==> src/rtl/bus_dest_loader_if.sv <==
// Write-request handshake into the bus destination loader.
// The requester drives the master side and the loader drives the slave side.
interface bus_dest_loader_if #(
  parameter int BUS_W = 24,
  parameter int SEL_W = 4
) ();
  logic [BUS_W-1:0] bus_in;
  logic             wr_valid;
  logic [SEL_W-1:0] wr_sel;
  logic             wr_ready;

  modport master (output bus_in, output wr_valid, output wr_sel, input wr_ready);
  modport slave  (input bus_in, input wr_valid, input wr_sel, output wr_ready);
endinterface

==> src/rtl/bus_dest_loader.sv <==
// Write side of the datapath bus: loads a bus word into the selected register,
// or issues a multi-cycle byte write to data memory. Also auto-increments pc/ar.
//
// state | meaning
// IDLE  | ready for a write request
// MEMWR | holding dm_we/dm_addr/dm_wdata for MEM_LAT cycles
module bus_dest_loader #(
  parameter int BUS_W   = 24,
  parameter int SEL_W   = 4,
  parameter int MEM_LAT = 3
) (
  input  logic               clk,
  input  logic               rst_n,
  bus_dest_loader_if.slave   wr,
  input  logic               inc_pc,
  input  logic               inc_ar,
  output logic [15:0]        pc,
  output logic [15:0]        ir,
  output logic [15:0]        ar,
  output logic [23:0]        ac,
  output logic [7:0]         x,
  output logic [7:0]         y,
  output logic [7:0]         z,
  output logic [15:0]        r,
  output logic [7:0]         r1,
  output logic [23:0]        r2,
  output logic [15:0]        r3,
  output logic               dm_we,
  output logic [15:0]        dm_addr,
  output logic [7:0]         dm_wdata,
  output logic               sel_err
);

  typedef enum logic {IDLE, MEMWR} state_t;

  localparam logic [SEL_W-1:0] SEL_PC  = SEL_W'(1);
  localparam logic [SEL_W-1:0] SEL_IR  = SEL_W'(2);
  localparam logic [SEL_W-1:0] SEL_AR  = SEL_W'(3);
  localparam logic [SEL_W-1:0] SEL_AC  = SEL_W'(4);
  localparam logic [SEL_W-1:0] SEL_X   = SEL_W'(5);
  localparam logic [SEL_W-1:0] SEL_Y   = SEL_W'(6);
  localparam logic [SEL_W-1:0] SEL_Z   = SEL_W'(7);
  localparam logic [SEL_W-1:0] SEL_R   = SEL_W'(8);
  localparam logic [SEL_W-1:0] SEL_R1  = SEL_W'(9);
  localparam logic [SEL_W-1:0] SEL_R2  = SEL_W'(10);
  localparam logic [SEL_W-1:0] SEL_R3  = SEL_W'(11);
  localparam logic [SEL_W-1:0] SEL_DM  = SEL_W'(12);
  localparam logic [SEL_W-1:0] SEL_UND = SEL_W'(13);
  localparam logic [3:0]       CNT_INIT = 4'(MEM_LAT - 1);

  state_t     state_q, state_d;
  logic [3:0] cnt_q, cnt_d;
  logic       accept;
  logic       mem_start;

  // wr_ready is deliberately gated by rst_n so it drops the moment reset asserts
  assign wr.wr_ready = (state_q == IDLE) && rst_n;
  assign accept      = wr.wr_valid && wr.wr_ready;
  assign mem_start   = accept && (wr.wr_sel == SEL_DM);
  assign dm_we       = (state_q == MEMWR);

  always_ff @(posedge clk or negedge rst_n) begin
    if (!rst_n) begin
      state_q <= IDLE;
      cnt_q   <= '0;
    end else begin
      state_q <= state_d;
      cnt_q   <= cnt_d;
    end
  end

  always_comb begin
    state_d = state_q;
    cnt_d   = cnt_q;
    case (state_q)
      IDLE: begin
        if (mem_start) begin
          state_d = MEMWR;
          cnt_d   = CNT_INIT;
        end
      end
      MEMWR: begin
        if (cnt_q == 4'd0) state_d = IDLE;
        else               cnt_d   = cnt_q - 4'd1;
      end
      default: state_d = IDLE;
    endcase
  end

  always_ff @(posedge clk or negedge rst_n) begin
    if (!rst_n) begin
      pc       <= '0;
      ir       <= '0;
      ar       <= '0;
      ac       <= '0;
      x        <= '0;
      y        <= '0;
      z        <= '0;
      r        <= '0;
      r1       <= '0;
      r2       <= '0;
      r3       <= '0;
      dm_addr  <= '0;
      dm_wdata <= '0;
      sel_err  <= 1'b0;
    end else begin
      sel_err <= accept && (wr.wr_sel >= SEL_UND);

      // a bus write to pc/ar takes priority over a same-cycle increment
      if (accept && wr.wr_sel == SEL_PC) pc <= wr.bus_in[15:0];
      else if (inc_pc)                   pc <= pc + 16'd1;

      if (accept && wr.wr_sel == SEL_AR) ar <= wr.bus_in[15:0];
      else if (inc_ar)                   ar <= ar + 16'd1;

      if (mem_start) begin
        dm_addr  <= ar;
        dm_wdata <= wr.bus_in[7:0];
      end

      if (accept) begin
        case (wr.wr_sel)
          SEL_IR:  ir <= wr.bus_in[15:0];
          SEL_AC:  ac <= wr.bus_in[23:0];
          SEL_X:   x  <= wr.bus_in[7:0];
          SEL_Y:   y  <= wr.bus_in[7:0];
          SEL_Z:   z  <= wr.bus_in[7:0];
          SEL_R:   r  <= wr.bus_in[15:0];
          SEL_R1:  r1 <= wr.bus_in[7:0];
          SEL_R2:  r2 <= wr.bus_in[23:0];
          SEL_R3:  r3 <= wr.bus_in[15:0];
          default: ;
        endcase
      end
    end
  end

endmodule

==> src/flat_wrapper.sv <==
// flat-port wrapper written by rule: the top's interface ports become plain ports
module bus_dest_loader_flat 
#(
  parameter int BUS_W   = 24,
  parameter int SEL_W   = 4,
  parameter int MEM_LAT = 3
)
  (clk, rst_n, inc_pc, inc_ar, pc, ir, ar, ac, x, y, z, r, r1, r2, r3, dm_we, dm_addr, dm_wdata, sel_err, wr_bus_in, wr_wr_valid, wr_wr_sel, wr_wr_ready);
  bus_dest_loader_if #(.BUS_W(BUS_W), .SEL_W(SEL_W)) wr_i ();
  input  logic clk;
  input  logic rst_n;
  input  logic inc_pc;
  input  logic inc_ar;
  output logic [15:0] pc;
  output logic [15:0] ir;
  output logic [15:0] ar;
  output logic [23:0] ac;
  output logic [7:0] x;
  output logic [7:0] y;
  output logic [7:0] z;
  output logic [15:0] r;
  output logic [7:0] r1;
  output logic [23:0] r2;
  output logic [15:0] r3;
  output logic dm_we;
  output logic [15:0] dm_addr;
  output logic [7:0] dm_wdata;
  output logic sel_err;
  input wire logic [$bits(wr_i.bus_in)-1:0] wr_bus_in;
  input wire logic [$bits(wr_i.wr_valid)-1:0] wr_wr_valid;
  input wire logic [$bits(wr_i.wr_sel)-1:0] wr_wr_sel;
  output wire logic [$bits(wr_i.wr_ready)-1:0] wr_wr_ready;
  assign wr_i.bus_in = wr_bus_in;
  assign wr_i.wr_valid = wr_wr_valid;
  assign wr_i.wr_sel = wr_wr_sel;
  assign wr_wr_ready = wr_i.wr_ready;
  bus_dest_loader #(.BUS_W(BUS_W), .SEL_W(SEL_W), .MEM_LAT(MEM_LAT)) u_core (.clk(clk), .rst_n(rst_n), .wr(wr_i), .inc_pc(inc_pc), .inc_ar(inc_ar), .pc(pc), .ir(ir), .ar(ar), .ac(ac), .x(x), .y(y), .z(z), .r(r), .r1(r1), .r2(r2), .r3(r3), .dm_we(dm_we), .dm_addr(dm_addr), .dm_wdata(dm_wdata), .sel_err(sel_err));
endmodule
==> config.mk <==
export PLATFORM = sky130hd
export DESIGN_NAME = bus_dest_loader_flat
export DESIGN_NICKNAME = d
export VERILOG_FILES = /design/src/rtl/bus_dest_loader_if.sv /design/src/rtl/bus_dest_loader.sv /design/src/flat_wrapper.sv
export SDC_FILE = /design/constraint.sdc
export NUM_CORES = 1
export LEC_CHECK = 0
export CAP_MARGIN = 20
export CORE_AREA = 8 8 137 139
export CTS_BUF_LIST = sky130_fd_sc_hd__clkbuf_16
export CTS_CLUSTER_SIZE = 40
export DETAILED_ROUTE_END_ITERATION = 7
export DIE_AREA = 0 0 145 147
export PLACE_DENSITY = 0.9
export SYNTH_ARGS = -nofsm -noshare
export SYNTH_HDL_FRONTEND = slang
export SYNTH_SLANG_ARGS = --single-unit
==> constraint.sdc <==
create_clock -name clk -period 2.05 [get_ports clk]
set_clock_uncertainty 0.1 [all_clocks]
set_input_delay 0.41 -clock clk [delete_from_list [all_inputs] [get_ports clk]]
set_output_delay 0.41 -clock clk [all_outputs]
set_load 0.01 [all_outputs]
Word level (Yosys, flattened, before mapping)

Index checks and enable logic that the tools add are counted.

Bits in read-only memories: 0
Memory bits (writable): 0
Bits of input ports: 33
Logic and storage cells: 64
Output and inout bits: 187
Bits in latches: 0
Register bits after elaboration: 190
Memories kept: 0

Divide/modulo/power cells: 0
Equal/unequal tests: 14
$add $sub $neg: 3
Multiply operators: 0
Multiplexer cells: 10
Reductions and logical operators: 19
Bitwise operators: 1
Shift operators: 0
Order comparisons: 1

Operators with widths:

| cell                  | number |
|---|---|
| $mux 16               | 4 |
| $add 16x1->16 const B | 2 |
| $eq 4x4->1 const B    | 5 |
| $reduce_and 2->1      | 10 |
| $eq 4x3->1 const B    | 4 |
| $eq 4x2->1 const B    | 2 |
| $mux 4                | 2 |
| $pmux 4 s2            | 1 |
| $logic_and 1x1->1     | 6 |
| $eq 4x1->1 const B    | 1 |
| $ge 4x4->1 const B    | 1 |
| $logic_not 4->1       | 1 |
| $reduce_bool 2->1     | 2 |
| $sub 4x1->4 const B   | 1 |
| $mux 1                | 2 |
| $ne 2x1->1 const B    | 1 |
| $ne 2x2->1 const B    | 1 |
| $pmux 1 s2            | 1 |
| $not 1->1             | 1 |

Depth between registers and ports, before layout

Gate-level depths: netlist (run 1).

Depth after elaboration: 6
Gate-level depth with buffers: 7
Depth with buffers taken out: 7

Worst setup path before layout (run 1)

Ideal clock, no wire load.

Path kind: flip-flop to flip-flop
Start point: register u_core.state_q (netlist: u_core.dm_we)
End point: register u_core.ir[5]
Library setup time: 128 ps
Path slack: 240 ps
Buffers on the path: 1
Data arrival time: 1583 ps
Data required time: 1822 ps
Stages on the path, launching flop included: 6
Period minus slack after synthesis: 1810 ps
Path through: dfrtp_1 -> and3b_1 -> nand3b_2 -> nor3_4 -> buf_6 -> mux2_1

Cells in the longest elaborated chain, start to end: 4

Ends and longest elaborated chain:

| item                       | RTL line               | source |
|---|---|---|
| from (decl)                | bus_dest_loader.sv:51  | `state_t state_q, state_d;` |
| from (signal assigned)     | bus_dest_loader.sv:67  | `state_q <= state_d;` |
| $not 1->1                  | bus_dest_loader.sv:57  | `assign wr.wr_ready = (state_q == IDLE) && rst_n;` |
| $logic_and 1x1->1          | bus_dest_loader.sv:57  |  |
| $logic_and 1x1->1          | bus_dest_loader.sv:58  | `assign accept = wr.wr_valid && wr.wr_ready;` |
| $reduce_and 2->1 (no line) | -                      |  |
| to (signal assigned)       | bus_dest_loader.sv:123 | `SEL_IR: ir <= wr.bus_in[15:0];` |
| to (decl)                  | bus_dest_loader.sv:18  | `output logic [15:0] ir,` |

Every way passes these cells.
A chain may end at the register's enable or synchronous reset.

Final worst setup path (run 1)

Start point: register u_core.ar[3]
End point: output port ar[3]

RTL lines:

| item                   | RTL line               | source |
|---|---|---|
| from (decl)            | bus_dest_loader.sv:19  | `output logic [15:0] ar,` |
| from (signal assigned) | bus_dest_loader.sv:113 | `if (accept && wr.wr_sel == SEL_AR) ar <= wr.bus_in[15:0];` |
| from (signal assigned) | bus_dest_loader.sv:114 | `else if (inc_ar) ar <= ar + 16'd1;` |
| to (decl)              | flat_wrapper.sv:16     | `output logic [15:0] ar;` |

No word-level cell between the ends.

==> results.toml, run 1 <==
[status]
status = "complete, but fails checks"
violations = "hold timing"

[placed_design]
io_buffers = 219
post-dp-hpwl_mm = 15.3
routabilityCongestion = 0.771

[critical_path]
path_class = "flop to output pin"
cp_slowest_stage_delay_ns = 0.59
critPathSlowestCell = "clkdlybuf4s50_1"
rrSetupSlack_ns = 0.19
cp_cell_sequence = "clkdlybuf4s50_1"
arrival_ns = 1.47
r2r_start = "u_core.dm_we"
cp-end-kind = "output pin"
cp.buffers_inverters = 1
crit_family = "buffers and inverters"
critPathMaxFanout = 7
critPathLaunch = "u_core.ar[3]"
crit_path_start_kind = "flop"
cp.depth = 1
rr_worst_depth = 5
crit_end = "ar[3]"
rr_endpoint = "u_core.r2[12]"
crit_required_ns = 1.54

[detailed_routing]
drc = 0
dr.pass1.iters = 5
drt-initial-drc-count = 213
vias_per_cell = 5.16
wl_per_cell_um = 20.6
ant_nets = 0
vias = 5386
wl_mm = 21.5

[final_layout]
filler_cell_count = 1189
syn2layout_area_growth_pct = 42.4
fin_util_pct = 65.9
drive_above_1_share_pct = 26.6
antennaDiodeCount = 0
nNetsFinal = 843

[logic_synthesis]
synth_cells = 555
syn_avg_cell_area_um2 = 14.0
synth_warnings = 0
syn-num-nets = 591
ys_ff_latch = 190
synth_area_um2 = 7760
async_reset_ff_share_pct = 100
synth.distinct_cells = 37
ys.flop_type = "dfrtp_1"
synth_edf_count = 0
ys_seq_area_share_pct = 61.3

[clock_network]
tritoncts = "built"
clkLatencyLatePin_ns = 0.43
cts_buffers = 17
cts_sinks = 190
cts_setup_buffers = 0
htreeDepth = 4
root_buffer = "clkbuf_16"
cts.path.max_buffers = 2
path_clk_slew_ns = 0.07

[timing]
fin_crit_ns = 1.98
fin_setup_tns_ns = 0
maxSlewHeadroom_pct = 64.6
hold_violations = 8
finalSetupViolCount = 0
timing.final.crit_share_pct = 96.6
finalMaxSlewViolations = 0
tightest_slew_ns = 0.531
fmax_ghz = 0.505
hold_slack_ns = -0.00318
rsz0062_at_grt = "false"

[power]
power_per_cell_area_nw_per_um2 = 1140
ir_worst_vdd_uv = 659
power_leakage_nw = 4.99

[global_routing]
grt_pass1_vias = 5746
grt_use_total_pct = 20.6
grt-ovfl-total = 0
antenna_found_initial = 0
grt_start_max_net_pins = 100
grt_pass1_wl_mm = 34.0

[floorplan]
io_pins = 220
fp-row-count = 48
core_area_um2 = 16800
start_util_pct = 46.3
dieHeight_um = 147
die-width_um = 145
die_area_um2 = 21300

[hold_path]
hold_path.class = "input port to asynchronous set/reset pin"

[flow_run]
max_cap_viol_count = 0
[power by group]
| group | internal, mW | switching [mW] | total [mW] |
|---|---|---|---|
| logic | 2.52 | 1.65 | 4.17 |
| clock network | 1.52 | 1.39 | 2.91 |
| registers | 4.74 | 0.814 | 5.55 |
[cell families (layout without fill, tap and decap cells)]
family / after synthesis / in the layout / synth area share [%]
xor gates and xnor gates: 32 / 32 / 3.61
muxes: 156 / 156 / 22.6
adders and majority gates: 3 / 3 / 0.484
buffers and inverters: 31 / 295 / 2.24
and+or+nand+nor: 108 / 108 / 7.43
DFF: 190 / 190 / 61.3
AOI/OAI and AO/OA: 35 / 35 / 2.37
[layout by cell type, fill, tap and decap left out, types with 3 or more instances in the layout]
cell	count
mux2i_1	3
xnor2_1	18
a21oi_1	30
nand2_1	14
nor2_2	4
inv_1	8
nor3_2	3
nand2b_1	4
clkbuf_16	17
buf_4	25
nand4_1	10
dfrtp_1	189
clkdlybuf4s50_1	217
mux2_1	15
mux2_2	138
ha_1	3
clkinvlp_4	3
xor2_1	14
nand3_1	5
and3_1	5
nor2_1	46
buf_12	13
nor2b_1	3
clkinv_1	4
[metrics by stage]
step	worst slack [ns]	hold slack [ns]	instances	power (mW)	cell area [um^2]
after floorplan	0.240	0.0144	555	7.13	7760
after global placement	-0.142	0.337	1012	9.64	10500
after detailed placement	-0.209	0.344	1012	9.82	10500
after CTS	0.0377	0.0186	1044	12.8	11000
after global routing	0.00367	0.0385	1044	13.3	11100
final	0.0701	-0.00318	1044	12.6	11100
[flip-flops by register name (all words and copies together), names as in the netlist]
signal           flops
u_core.y             8
u_core.x             8
u_core.ac           24
u_core.pc           16
u_core.sel_err       1
u_core.z             8
u_core.ar           16
u_core.ir           16
u_core.r2           24
u_core.dm_addr      16
u_core.r            16
u_core.dm_we         1
u_core.dm_wdata      8
u_core.r3           16
u_core.r1            8
u_core.cnt_q         4
[worst min-delay path by stage]
| stage | endpoint | depth (start not counted) |
|---|---|---|
| 3_3_place_gp | u_core.z[0] | 2 |
| 3_5_place_dp | u_core.sel_err | 2 |
| 2_1_floorplan | u_core.ac[0] | 0 |
| 6_report | u_core.pc[7] | 2 |
| 5_1_grt | u_core.pc[4] | 2 |
| 4_1_cts | u_core.pc[7] | 2 |
[cells in the mapped netlist, types with 4 or more instances]
library cell | count | share of area, %
a21oi_1 | 30 | 1.9
nand3_1 | 5 | 0.32
xnor2_1 | 18 | 2.0
nand4_1 | 10 | 0.81
nand2b_1 | 4 | 0.32
and3_1 | 5 | 0.40
clkbuf_1 | 9 | 0.44
inv_1 | 6 | 0.29
nand2_1 | 14 | 0.68
buf_6 | 5 | 0.73
mux2_2 | 138 | 20
buf_2 | 7 | 0.45
xor2_1 | 14 | 1.6
nor2_1 | 46 | 2.2
dfrtp_1 | 190 | 61
mux2_1 | 15 | 2.2
nor2_2 | 4 | 0.32
[area by class of cell]
cell class                      instances  area [um^2]  area share, %
Sequential cell                       190         4760           43.0
Multi-Input combinational cell        334         2830           25.6
Timing Repair Buffer                  258         2650           24.0
Clock buffer                           17          425           3.85
Tap cell                              225          282           2.55
Clock inverter                         14         81.3          0.736
Inverter                                6         22.5          0.204
[routing by layer]
| metal | global-route usage (%) | share of wire (%) |
|---|---|---|
| met1 | 24.5 | 41 |
| met5 | 0 | 0 |
| met4 | 6.79 | 2.0 |
| met3 | 7.75 | 7.8 |
| met2 | 34.0 | 50 |
[what timing repair did]
action | CTS | global route
endpoints found under the setup margin | 1 | 1
gates resized for setup | 1 | 1
hold buffers | 1 | 0
endpoints found under the hold margin | 26 | 0
No activity file was read; power rests on OpenSTA's default activity.
==> run 2, diff against run 1 <==
Settings changed: ABC_AREA set to 0.
==> results of run 2 <==
No change in the layout: final DEF, timing and power equal those of run 1.
==> run 3, diff against run 2 <==
Settings changed: CELL_PAD_IN_SITES_DETAIL_PLACEMENT set to 1, CELL_PAD_IN_SITES_GLOBAL_PLACEMENT set to 2, CORE_AREA 8 8 137 139 to 8 8 165 167, DIE_AREA 0 0 145 147 to 0 0 173 175, PLACE_DENSITY 0.9 to 0.91.
==> run 3 against run 2 <==
Against the previous run: the flow now finishes without violations; setup slack worse by 0.0093 ns; cell area grew 2.2%; sequential share of layout area down 0.88 points; routed wire length grew 14%; hold slack better by 0.26 ns; non-clock buffer count rose by 7; flip-flop and latch count is the same; die area rose by 42%; final cell count grew 11%; sequential power about the same; register-to-register slack better by 0.07 ns; critical path depth is the same; critical path type unchanged; highest routed layer is now met5.
==> results.toml, run 3 (synthesis results as in run 1) <==
[status]
status = "finished clean"

[clock_network]
path_clk_slew_ns = 0.07
cts_setup_buffers = 0
cts.path.max_buffers = 2
clkLatencyLatePin_ns = 0.42
tritoncts = "built"
root_buffer = "clkbuf_16"
cts_buffers = 17
cts_sinks = 190
htreeDepth = 4

[critical_path]
critPathSlowestCell = "clkdlybuf4s50_1"
rr_endpoint = "u_core.y[1]"
critPathMaxFanout = 6
rrSetupSlack_ns = 0.26
r2r_start = "u_core.dm_we"
cp_cell_sequence = "clkdlybuf4s50_1"
cp-end-kind = "output pin"
crit_required_ns = 1.54
path_class = "flop to output pin"
rr_worst_depth = 6
crit_path_start_kind = "flop"
arrival_ns = 1.48
cp.buffers_inverters = 1
crit_family = "buffers and inverters"
cp_slowest_stage_delay_ns = 0.61

[timing]
maxSlewHeadroom_pct = 58.3
hold_slack_ns = 0.261
hold_violations = 0
finalSetupViolCount = 0
rsz0062_at_grt = "false"
fin_crit_ns = 1.99
timing.final.crit_share_pct = 97.0
finalMaxSlewViolations = 0
tightest_slew_ns = 0.626
fmax_ghz = 0.503

[final_layout]
fin_area_um2 = 11300
largestRegisters = "u_core.ac x24, u_core.r2 x24"
final_cell_mix = "clkdlybuf4s50_1 (217), dfrtp_1 (186), mux2_2 (138)"
drive_above_1_share_pct = 27.9
final_common_cell = "clkdlybuf4s50_1"
syn2layout_area_growth_pct = 45.5
antennaDiodeCount = 0
nNetsFinal = 850

[floorplan]
io_pins = 220
core_area_um2 = 24700
fp-row-count = 58
start_util_pct = 31.5
die_area_um2 = 30300
dieHeight_um = 175
die-width_um = 173

[flow_run]
max_cap_viol_count = 0

[hold_path]
hold_path_end = "u_core.sel_err"
min_path_cells = 3
min-delay-start = "rst_n"
hold_path.class = "input port to flop"

[detailed_routing]
drt-initial-drc-count = 246
wl_met1_mm = 10.1
wl_met2_mm = 12.2
vias_per_cell = 4.65
wl_mm = 24.5
ant_nets = 0
maxUsedRoutingLayer = "met5"
vias = 5384
wl_per_cell_um = 21.2
route.met3.wl_mm = 1.85
dr.pass1.iters = 4
drc = 0

[global_routing]
grt_pass1_vias = 6119
grt_pass1_wl_mm = 38.3
antenna_found_initial = 1
grt_start_max_net_pins = 104
grt-ovfl-total = 0
grt_use_total_pct = 16.4

[placed_design]
io_buffers = 219
post-dp-hpwl_mm = 17.7
routabilityCongestion = 0.756
placed_cell_area_um2 = 10700

[power]
ir_worst_vdd_uv = 461
power_per_cell_area_nw_per_um2 = 1170
power_leakage_nw = 5.05
-- run 3: through the flow --
step	worst slack, ns	TNS, ns	cells	util (%)	power, mW
2_1_floorplan	0.240	0	555	-	7.13
3_3_place_gp	-0.190	-14.56	1124	43.3	9.78
3_5_place_dp	-0.183	-17.28	1124	43.3	9.98
4_1_cts	0.000439	0	1157	45.7	13.4
5_1_grt	0.00695	0	1157	45.8	14.0
6_report	0.0607	0	1157	45.8	13.2
-- run 3: power breakdown --
part           switching [mW]  internal, mW  total [mW]  leakage [nW]
combinational            1.74          2.56        4.30          2.28
sequential              0.794          4.74        5.54          2.48
clock                    1.48          1.92        3.40         0.292
-- run 3: per-layer routing --
metal  track usage, %  vias to the layer above
li1                 -                     2445
met1             19.8                     2777
met2             27.5                      143
met3             5.98                       17
met4             4.02                        2
met5                0                        -
-- run 3: timing repair --
action,in CTS,in global routing
setup endpoints to repair,1,72
resized for setup,1,5
hold buffers,1,0
endpoints found under the hold margin,19,0
-- run 3: final cells by class --
cell class / count / area [um^2]
clock buffers: 17 / 425
clock inverters: 15 / 166
fillers: 2583 / 13400
inverters: 6 / 22.5
multi-input cells: 334 / 2830
flip-flops and latches: 190 / 4760
well taps: 330 / 413
repair buffers: 265 / 2670
-- run 3: worst max path at each step --
stage / depth (start not counted) / from / slack [ns] / end
after global routing: 1 / u_core.pc[8] / 0.007 / pc[8]
final: 1 / u_core.pc[8] / 0.06 / pc[8]
after detailed placement: 7 / wr_wr_valid / -0.18 / u_core.y[1]
after global placement: 7 / wr_wr_valid / -0.19 / u_core.y[1]
after CTS: 4 / rst_n / 0.0004 / u_core.ac[8]
after floorplan: 5 / u_core.dm_we / 0.24 / u_core.ir[5]
